<file path="config.mk">
export PLATFORM = sky130hd
export DESIGN_NAME = force_ring_drain_ctrl
export DESIGN_NICKNAME = d
export VERILOG_FILES = /design/src/rtl/force_ring_drain_ctrl_pkg.sv /design/src/rtl/force_ring_drain_ctrl_ring_popcount.sv /design/src/rtl/force_ring_drain_ctrl.sv
export SDC_FILE = /design/constraint.sdc
export NUM_CORES = 1
export LEC_CHECK = 0
export BUFFER_PORTS_ARGS = -buffer_cell sky130_fd_sc_hd__clkbuf_2
export CAP_MARGIN = 20
export CORE_MARGIN = 10
export CORE_UTILIZATION = 54
export CTS_BUF_LIST = sky130_fd_sc_hd__clkbuf_16
export CTS_CLUSTER_DIAMETER = 200
export DETAILED_ROUTE_END_ITERATION = 16
export PLACE_DENSITY = 0.95
export SYNTH_ARGS = -nofsm -noshare
export SYNTH_HDL_FRONTEND = slang
export SYNTH_SLANG_ARGS = --single-unit
</file>
<file path="constraint.sdc">
create_clock -name clk -period 7.25 [get_ports clk]
set_input_delay 1.0875 -clock clk [delete_from_list [all_inputs] [get_ports clk]]
set_output_delay 1.0875 -clock clk [all_outputs]
set_load 0.02 [all_outputs]
</file>
<file path="src/rtl/force_ring_drain_ctrl_pkg.sv">
// Shared definitions for the force ring drain controller: phase FSM state
// type, default quiet/watchdog limits and the ring size.
package MD_pkg;

  localparam int NUM_CELLS         = 64;
  localparam int RING_QUIET_CYCLES = 8;
  localparam int RING_WDOG_CYCLES  = 65535;

  typedef enum logic [2:0] {
    IDLE    = 3'd0,
    COLLECT = 3'd1,
    DRAIN   = 3'd2,
    QUIET   = 3'd3,
    DONE    = 3'd4
  } ring_ctrl_state_t;

  // The ring counts as busy from phase start until the done cycle.
  function automatic logic ring_busy(input ring_ctrl_state_t s);
    return (s == COLLECT) || (s == DRAIN) || (s == QUIET);
  endfunction

endpackage

</file>
<file path="src/rtl/force_ring_drain_ctrl_ring_popcount.sv">
// Parameterised combinational population count used for counting ring
// injections and deliveries in a single cycle.
module ring_popcount #(
  parameter int WIDTH = 8,
  parameter int OUT_W = $clog2(WIDTH + 1)
) (
  input  logic [WIDTH-1:0] bits,
  output logic [OUT_W-1:0] count
);

  // Sum the set bits; the width holds WIDTH itself even for non-power-of-two sizes.
  always_comb begin
    count = '0;
    for (int i = 0; i < WIDTH; i++) begin
      count = count + OUT_W'(bits[i]);
    end
  end

endmodule

</file>
<file path="src/rtl/force_ring_drain_ctrl.sv">
// Force ring phase scheduler: tracks packets in flight on the force output
// ring and per-cell PE completion, and pulses o_force_phase_done once every
// PE has finished and the ring has been drained and quiet for QUIET_CYCLES.
// Optional feature macro: FORCE_RING_WATCHDOG_EN adds o_timeout and a cycle
// watchdog that forces the done pulse if the phase never completes.
module force_ring_drain_ctrl
  import MD_pkg::*;
#(
  parameter int NUM_CELLS    = MD_pkg::NUM_CELLS,
  parameter int CNT_WIDTH    = 16,
  parameter int QUIET_CYCLES = RING_QUIET_CYCLES,
  parameter int WDOG_CYCLES  = RING_WDOG_CYCLES
) (
  input  logic                 clk,
  input  logic                 rst,
  input  logic                 i_phase_start,
  input  logic [NUM_CELLS-1:0] i_pe_done,
  input  logic [NUM_CELLS-1:0] i_nb_force_valid,
  input  logic [NUM_CELLS-1:0] i_cache_wr_valid,
  input  logic [NUM_CELLS-1:0] i_ring_buf_empty,
  input  logic [NUM_CELLS-1:0] i_nb_valid_ring,
  output logic [2:0]           o_state,
  output logic                 o_ring_busy,
  output logic                 o_force_phase_done,
  output logic [CNT_WIDTH-1:0] o_inflight_cnt,
  output logic                 o_err_underflow
`ifdef FORCE_RING_WATCHDOG_EN
  ,
  output logic                 o_timeout
`endif
);

  localparam int         PC_W       = $clog2(NUM_CELLS + 1);
  localparam int         SUM_W      = CNT_WIDTH + 1;
  localparam logic [7:0] QUIET_LAST = 8'(QUIET_CYCLES - 1);

  ring_ctrl_state_t     state;
  ring_ctrl_state_t     state_next;
  logic [7:0]           quiet_cnt;
  logic [7:0]           quiet_next;
  logic [CNT_WIDTH-1:0] inflight;
  logic [CNT_WIDTH-1:0] inflight_next;
  logic                 err_underflow;
  logic                 underflow;
  logic [NUM_CELLS-1:0] pe_latch;
  logic [PC_W-1:0]      inject_cnt;
  logic [PC_W-1:0]      deliver_cnt;
  logic [SUM_W-1:0]     sum_up;
  logic [SUM_W-1:0]     sum_down;
  logic                 start_ok;
  logic                 all_done;
  logic                 idle_now;
  logic                 busy;
  logic                 wdog_hit;

  ring_popcount #(.WIDTH(NUM_CELLS), .OUT_W(PC_W)) u_inject_pop (
    .bits  (i_nb_force_valid),
    .count (inject_cnt)
  );

  ring_popcount #(.WIDTH(NUM_CELLS), .OUT_W(PC_W)) u_deliver_pop (
    .bits  (i_cache_wr_valid),
    .count (deliver_cnt)
  );

  assign start_ok = i_phase_start && (state == IDLE);
  assign all_done = &pe_latch;
  assign busy     = ring_busy(state);
  assign idle_now = (inflight == '0) && (&i_ring_buf_empty) && !(|i_nb_valid_ring)
                    && !(|i_nb_force_valid) && !(|i_cache_wr_valid);

  // Next in-flight count: add injections first so a same-cycle delivery only
  // underflows when it exceeds everything available, then clamp at both ends.
  always_comb begin
    sum_up        = {1'b0, inflight} + SUM_W'(inject_cnt);
    sum_down      = '0;
    underflow     = 1'b0;
    inflight_next = '0;
    if (SUM_W'(deliver_cnt) > sum_up) begin
      underflow = 1'b1;
    end else begin
      sum_down = sum_up - SUM_W'(deliver_cnt);
      if (sum_down[CNT_WIDTH]) begin
        inflight_next = '1;
      end else begin
        inflight_next = sum_down[CNT_WIDTH-1:0];
      end
    end
  end

  // In-flight counter and sticky underflow flag update every cycle regardless of phase.
  always_ff @(posedge clk or posedge rst) begin
    if (rst) begin
      inflight      <= '0;
      err_underflow <= 1'b0;
    end else begin
      inflight <= inflight_next;
      if (underflow) begin
        err_underflow <= 1'b1;
      end
    end
  end

  // PE completion latch: a new phase clears it, but a done arriving with the start is kept.
  always_ff @(posedge clk or posedge rst) begin
    if (rst) begin
      pe_latch <= '0;
    end else if (start_ok) begin
      pe_latch <= i_pe_done;
    end else begin
      pe_latch <= pe_latch | i_pe_done;
    end
  end

`ifdef FORCE_RING_WATCHDOG_EN
  logic [31:0] wdog_cnt;
  logic        timeout;

  assign wdog_hit  = busy && (wdog_cnt == 32'(WDOG_CYCLES - 1));
  assign o_timeout = timeout;

  // Watchdog counts busy cycles from phase start; hitting the limit flags a timeout.
  always_ff @(posedge clk or posedge rst) begin
    if (rst) begin
      wdog_cnt <= '0;
      timeout  <= 1'b0;
    end else if (start_ok) begin
      wdog_cnt <= '0;
      timeout  <= 1'b0;
    end else if (busy) begin
      wdog_cnt <= wdog_cnt + 32'd1;
      if (wdog_hit) begin
        timeout <= 1'b1;
      end
    end
  end
`else
  logic unused_wdog_cfg;

  assign wdog_hit        = 1'b0;
  assign unused_wdog_cfg = ^WDOG_CYCLES;
`endif

  // Phase FSM: quiet_cnt holds how many consecutive idle cycles have been seen,
  // counting the DRAIN cycle that first found the ring idle.
  always_comb begin
    state_next = state;
    quiet_next = quiet_cnt;
    case (state)
      IDLE: begin
        if (i_phase_start) begin
          state_next = COLLECT;
        end
      end
      COLLECT: begin
        if (all_done) begin
          state_next = DRAIN;
        end
      end
      DRAIN: begin
        if (idle_now) begin
          if (QUIET_CYCLES == 1) begin
            state_next = DONE;
            quiet_next = '0;
          end else begin
            state_next = QUIET;
            quiet_next = 8'd1;
          end
        end
      end
      QUIET: begin
        if (!idle_now) begin
          state_next = DRAIN;
          quiet_next = '0;
        end else if (quiet_cnt == QUIET_LAST) begin
          state_next = DONE;
          quiet_next = '0;
        end else begin
          quiet_next = quiet_cnt + 8'd1;
        end
      end
      DONE: begin
        state_next = IDLE;
        quiet_next = '0;
      end
      default: begin
        state_next = IDLE;
        quiet_next = '0;
      end
    endcase
    if (wdog_hit) begin
      state_next = DONE;
      quiet_next = '0;
    end
  end

  // State and quiet counter registers.
  always_ff @(posedge clk or posedge rst) begin
    if (rst) begin
      state     <= IDLE;
      quiet_cnt <= '0;
    end else begin
      state     <= state_next;
      quiet_cnt <= quiet_next;
    end
  end

  assign o_state            = state;
  assign o_ring_busy        = busy;
  assign o_force_phase_done = (state == DONE);
  assign o_inflight_cnt     = inflight;
  assign o_err_underflow    = err_underflow;

endmodule

</file>
==> results.py <==
metrics = {
    "flow_run": {
        "maxcap_viol_count": 0,
    },
    "setup_path": {
        "worst_r2r_startpoint": "o_inflight_cnt[0]$_DFF_PP0_",
        "timing.critical_path.fanout_max": 4,
        "worst_setup_path_end_kind": "register",
        "reg2reg_setup_slack_ps": 3560,
        "timing.critical_path.to": "o_inflight_cnt[15]$_DFF_PP0_",
        "worst-setup-path-type": "in -> reg",
        "reg2regPathDepth": 14,
        "timing.rr.end": "o_inflight_cnt[15]$_DFF_PP0_",
        "worst_ep_arrival_time_ps": 9290,
        "crit_start": "i_nb_force_valid[28]",
        "required_ps": 7480,
        "cp_slowest_stage_delay_ps": 530,
        "cp_slowest_cell": "fa_1",
        "crit_path_start_kind": "input pin",
        "path_common_cell": "fa_1",
    },
    "logic_synthesis": {
        "synthMostInstantiatedCell": "inv_1",
        "synth_enable_flop_cells": 0,
        "post_synth.cell_area_avg_sq_um": 10.2,
        "synth_cells": 846,
        "yosysTopAreaCell": "dfrtp_1",
        "async_set_or_reset_flop_fraction_in_the_synthesized_netlist_pct": 100,
        "dominantRegCellSynth": "dfrtp_1",
        "yosysTopAreaCellShare_pct": 26.6,
        "synth_common_cells": "inv_1, fa_1, dfrtp_1",
        "netlist_top_cells_area": "dfrtp_1, fa_1, inv_1",
        "synth.net_count": 1328,
        "synth_seq_cells": 92,
        "count_of_distinct_cell_types_in_the_synthesized_netlist": 65,
        "synthesis.area_sq_mm": 0.00864,
        "ys_warn_count": 0,
        "yosysSeqAreaShare_pct": 26.6,
    },
    "finish": {
        "insertedDiodeCount": 0,
        "filler_cell_count": 1070,
        "ratio_of_cells_with_drive_above_1_in_the_final_layout_pct": 41.6,
        "final_cell_count_no_fill": 1533,
        "area_delta_synth_final_pct": 38.7,
        "finish.net_count": 1794,
        "final_cell_area_sq_mm": 0.0120,
    },
    "clock_network": {
        "tritoncts_clock_tree": "built",
        "tritoncts_num_sinks": 92,
        "insertion_delay_ps": 340,
        "clock-root-buffer": "clkbuf_16",
        "cts.reportedPaths.clkPinSlew_ps": 70,
        "htreeDepth": 3,
        "cts_hold_buf": 0,
        "clock_tree.buffer_depth": 2,
        "cts_made_buffers": 9,
    },
    "timing": {
        "max_slew_violation_count": 0,
        "minimum_clock_period_ps": 9060,
        "post-route-period-util_pct": 125,
        "finalSetupViolCount": 17,
        "fmaxAchievable_mhz": 110,
        "finalClockSkew_ps": 11.2,
        "worst_pin_slew_ps": 778,
        "final_critical_path_setup_slack_ps": -1810,
        "count_of_final_hold_check_violations": 0,
        "rsz0062_at_grt": "true",
        "slew_headroom_pct": 47.7,
    },
    "route": {
        "detail_route.first_pass.iterations": 5,
        "routed_wire_length_per_instance_um": 21.8,
        "postRouteWirelength_um": 33500,
        "starting_drc_count_in_detailed_routing": 716,
        "vias_per_cell": 5.70,
        "detailroute.via_count": 8732,
        "final_antenna_net_count": 0,
        "drc_markers": 0,
    },
    "placed_design": {
        "place_inst": 1506,
        "dpl-instance-area_sq_mm": 0.0115,
        "port-buffer-count": 344,
        "globalplace.congestion": 1.05,
        "detailedPlacementHpwl_um": 28700,
    },
    "status": {
        "violations": "negative setup slack",
        "status": "finished with violations",
    },
    "worst_hold_path": {
        "min_path_type": "reg -> reg",
    },
    "global_routing": {
        "overflow": 0,
        "first_global_vias": 9659,
        "pin_count_of_the_biggest_net_entering_global_routing": 65,
        "global_route.usage.total_pct": 29.9,
        "number_of_antenna_violations_at_the_first_check_in_global_routing": 0,
        "global_route_wire_length_before_repair_um": 50700,
    },
    "floorplanning": {
        "die_outline_area_sq_mm": 0.0215,
        "die-width_um": 147,
        "dieHeight_um": 147,
        "initial_utilization_pct": 54.8,
        "placeableCoreArea_sq_mm": 0.0158,
        "io_pins": 345,
        "rows": 46,
    },
}
==> worst max-delay path, delay by kind of cell <==
kind,cells,cell delay [ps]
fa+ha+maj,12,5380
xor+xnor,2,250
simple gates,4,750
buf+inv,5,500
compound gates,8,1320
==> cell type report <==
type,count,area [sq um],share of cell area [%]
Clock buffer,9,225,1.88
Clock inverter,7,65.1,0.543
Inverter,187,716,5.97
Multi-Input combinational cell,552,5700,47.5
Sequential cell,92,2300,19.2
Tap cell,216,270,2.25
Timing Repair Buffer,470,2710,22.6
==> how the worst min path moves through the flow <==
| stage | startpoint | to | slack (ps) | cells after the start |
|---|---|---|---|---|
| floorplan | pe_latch[23]$_DFF_PP0_ | pe_latch[23]$_DFF_PP0_ | 450 | 1 |
| global placement | pe_latch[9]$_DFF_PP0_ | pe_latch[9]$_DFF_PP0_ | 460 | 1 |
| detailed placement | o_err_underflow$_DFFE_PP0N_ | o_err_underflow$_DFFE_PP0N_ | 460 | 1 |
| CTS | o_err_underflow$_DFFE_PP0N_ | o_err_underflow$_DFFE_PP0N_ | 480 | 1 |
| global route | pe_latch[2]$_DFF_PP0_ | pe_latch[2]$_DFF_PP0_ | 500 | 1 |
| finish | pe_latch[16]$_DFF_PP0_ | pe_latch[16]$_DFF_PP0_ | 480 | 1 |
==> cell usage in the layout (no fill, tap or decap), drive strengths merged, types with 3 or more instances in the layout <==
cell	netlist	final
a211oi	4	4
a21o	74	74
a21oi	31	31
and2	3	3
and3	9	9
buf	4	129
clkbuf	11	350
clkinv	0	3
dfrtp	92	92
fa	110	110
ha	49	49
inv	187	190
mux2i	6	6
nand2	12	12
nand2b	6	6
nand3	18	18
nand4	40	40
nand4b	5	5
nor2	18	18
nor2b	6	6
nor3	9	9
nor4	53	53
nor4b	4	4
o211a	3	3
o211ai	7	7
o21a	6	6
o21ai	14	14
or2	4	4
or4	5	5
xnor2	15	15
xor2	13	13
==> kinds of logic (layout without fill, tap and decap cells) <==
family	after synthesis	count (layout)	synth area share (%)
AOI/OAI and AO/OA	155	155	12.8
buffers and inverters	202	673	8.89
muxes	6	6	0.695
DFF	92	92	26.6
and+or+nand+nor	204	204	15.5
adders and majority gates	159	159	32.6
xor gates and xnor gates	28	28	2.92
==> per-stage QoR <==
| step | setup TNS [ps] | setup slack, ps | utilization, % | hold slack, ps |
|---|---|---|---|---|
| after floorplan | -29000 | -1790 | - | 449 |
| after global placement | -31720 | -1890 | 72.9 | 458 |
| after detailed placement | -36490 | -2180 | 72.9 | 461 |
| after CTS | -27570 | -1670 | 75.4 | 481 |
| after global routing | -34640 | -2080 | 76.0 | 499 |
| final | -30220 | -1810 | 76.0 | 481 |
==> timing repair <==
| action | in CTS | in global routing |
|---|---|---|
| endpoints found under the setup margin | 17 | 17 |
| resized for setup | 13 | 20 |
| pin swaps | 4 | 16 |
| setup buffers | 7 | 4 |
==> per-layer routing <==
layer / vias up / GRT usage, % / part of all wire [%]
met4: 0 / 14.7 / 5.9
met1: 4213 / 31.2 / 34
met5: - / 0 / 0
met3: 170 / 10.4 / 9.0
li1: 3812 / - / -
met2: 537 / 52.4 / 51
==> registers in the layout, summed over array words and instances (netlist names) <==
name and count:
pe_latch 64, o_inflight_cnt 16, quiet_cnt 8, o_state 3, o_err_underflow 1
Power is not shown: default switching activity piles up to over one toggle a cycle in this logic, so the estimate is an artifact.
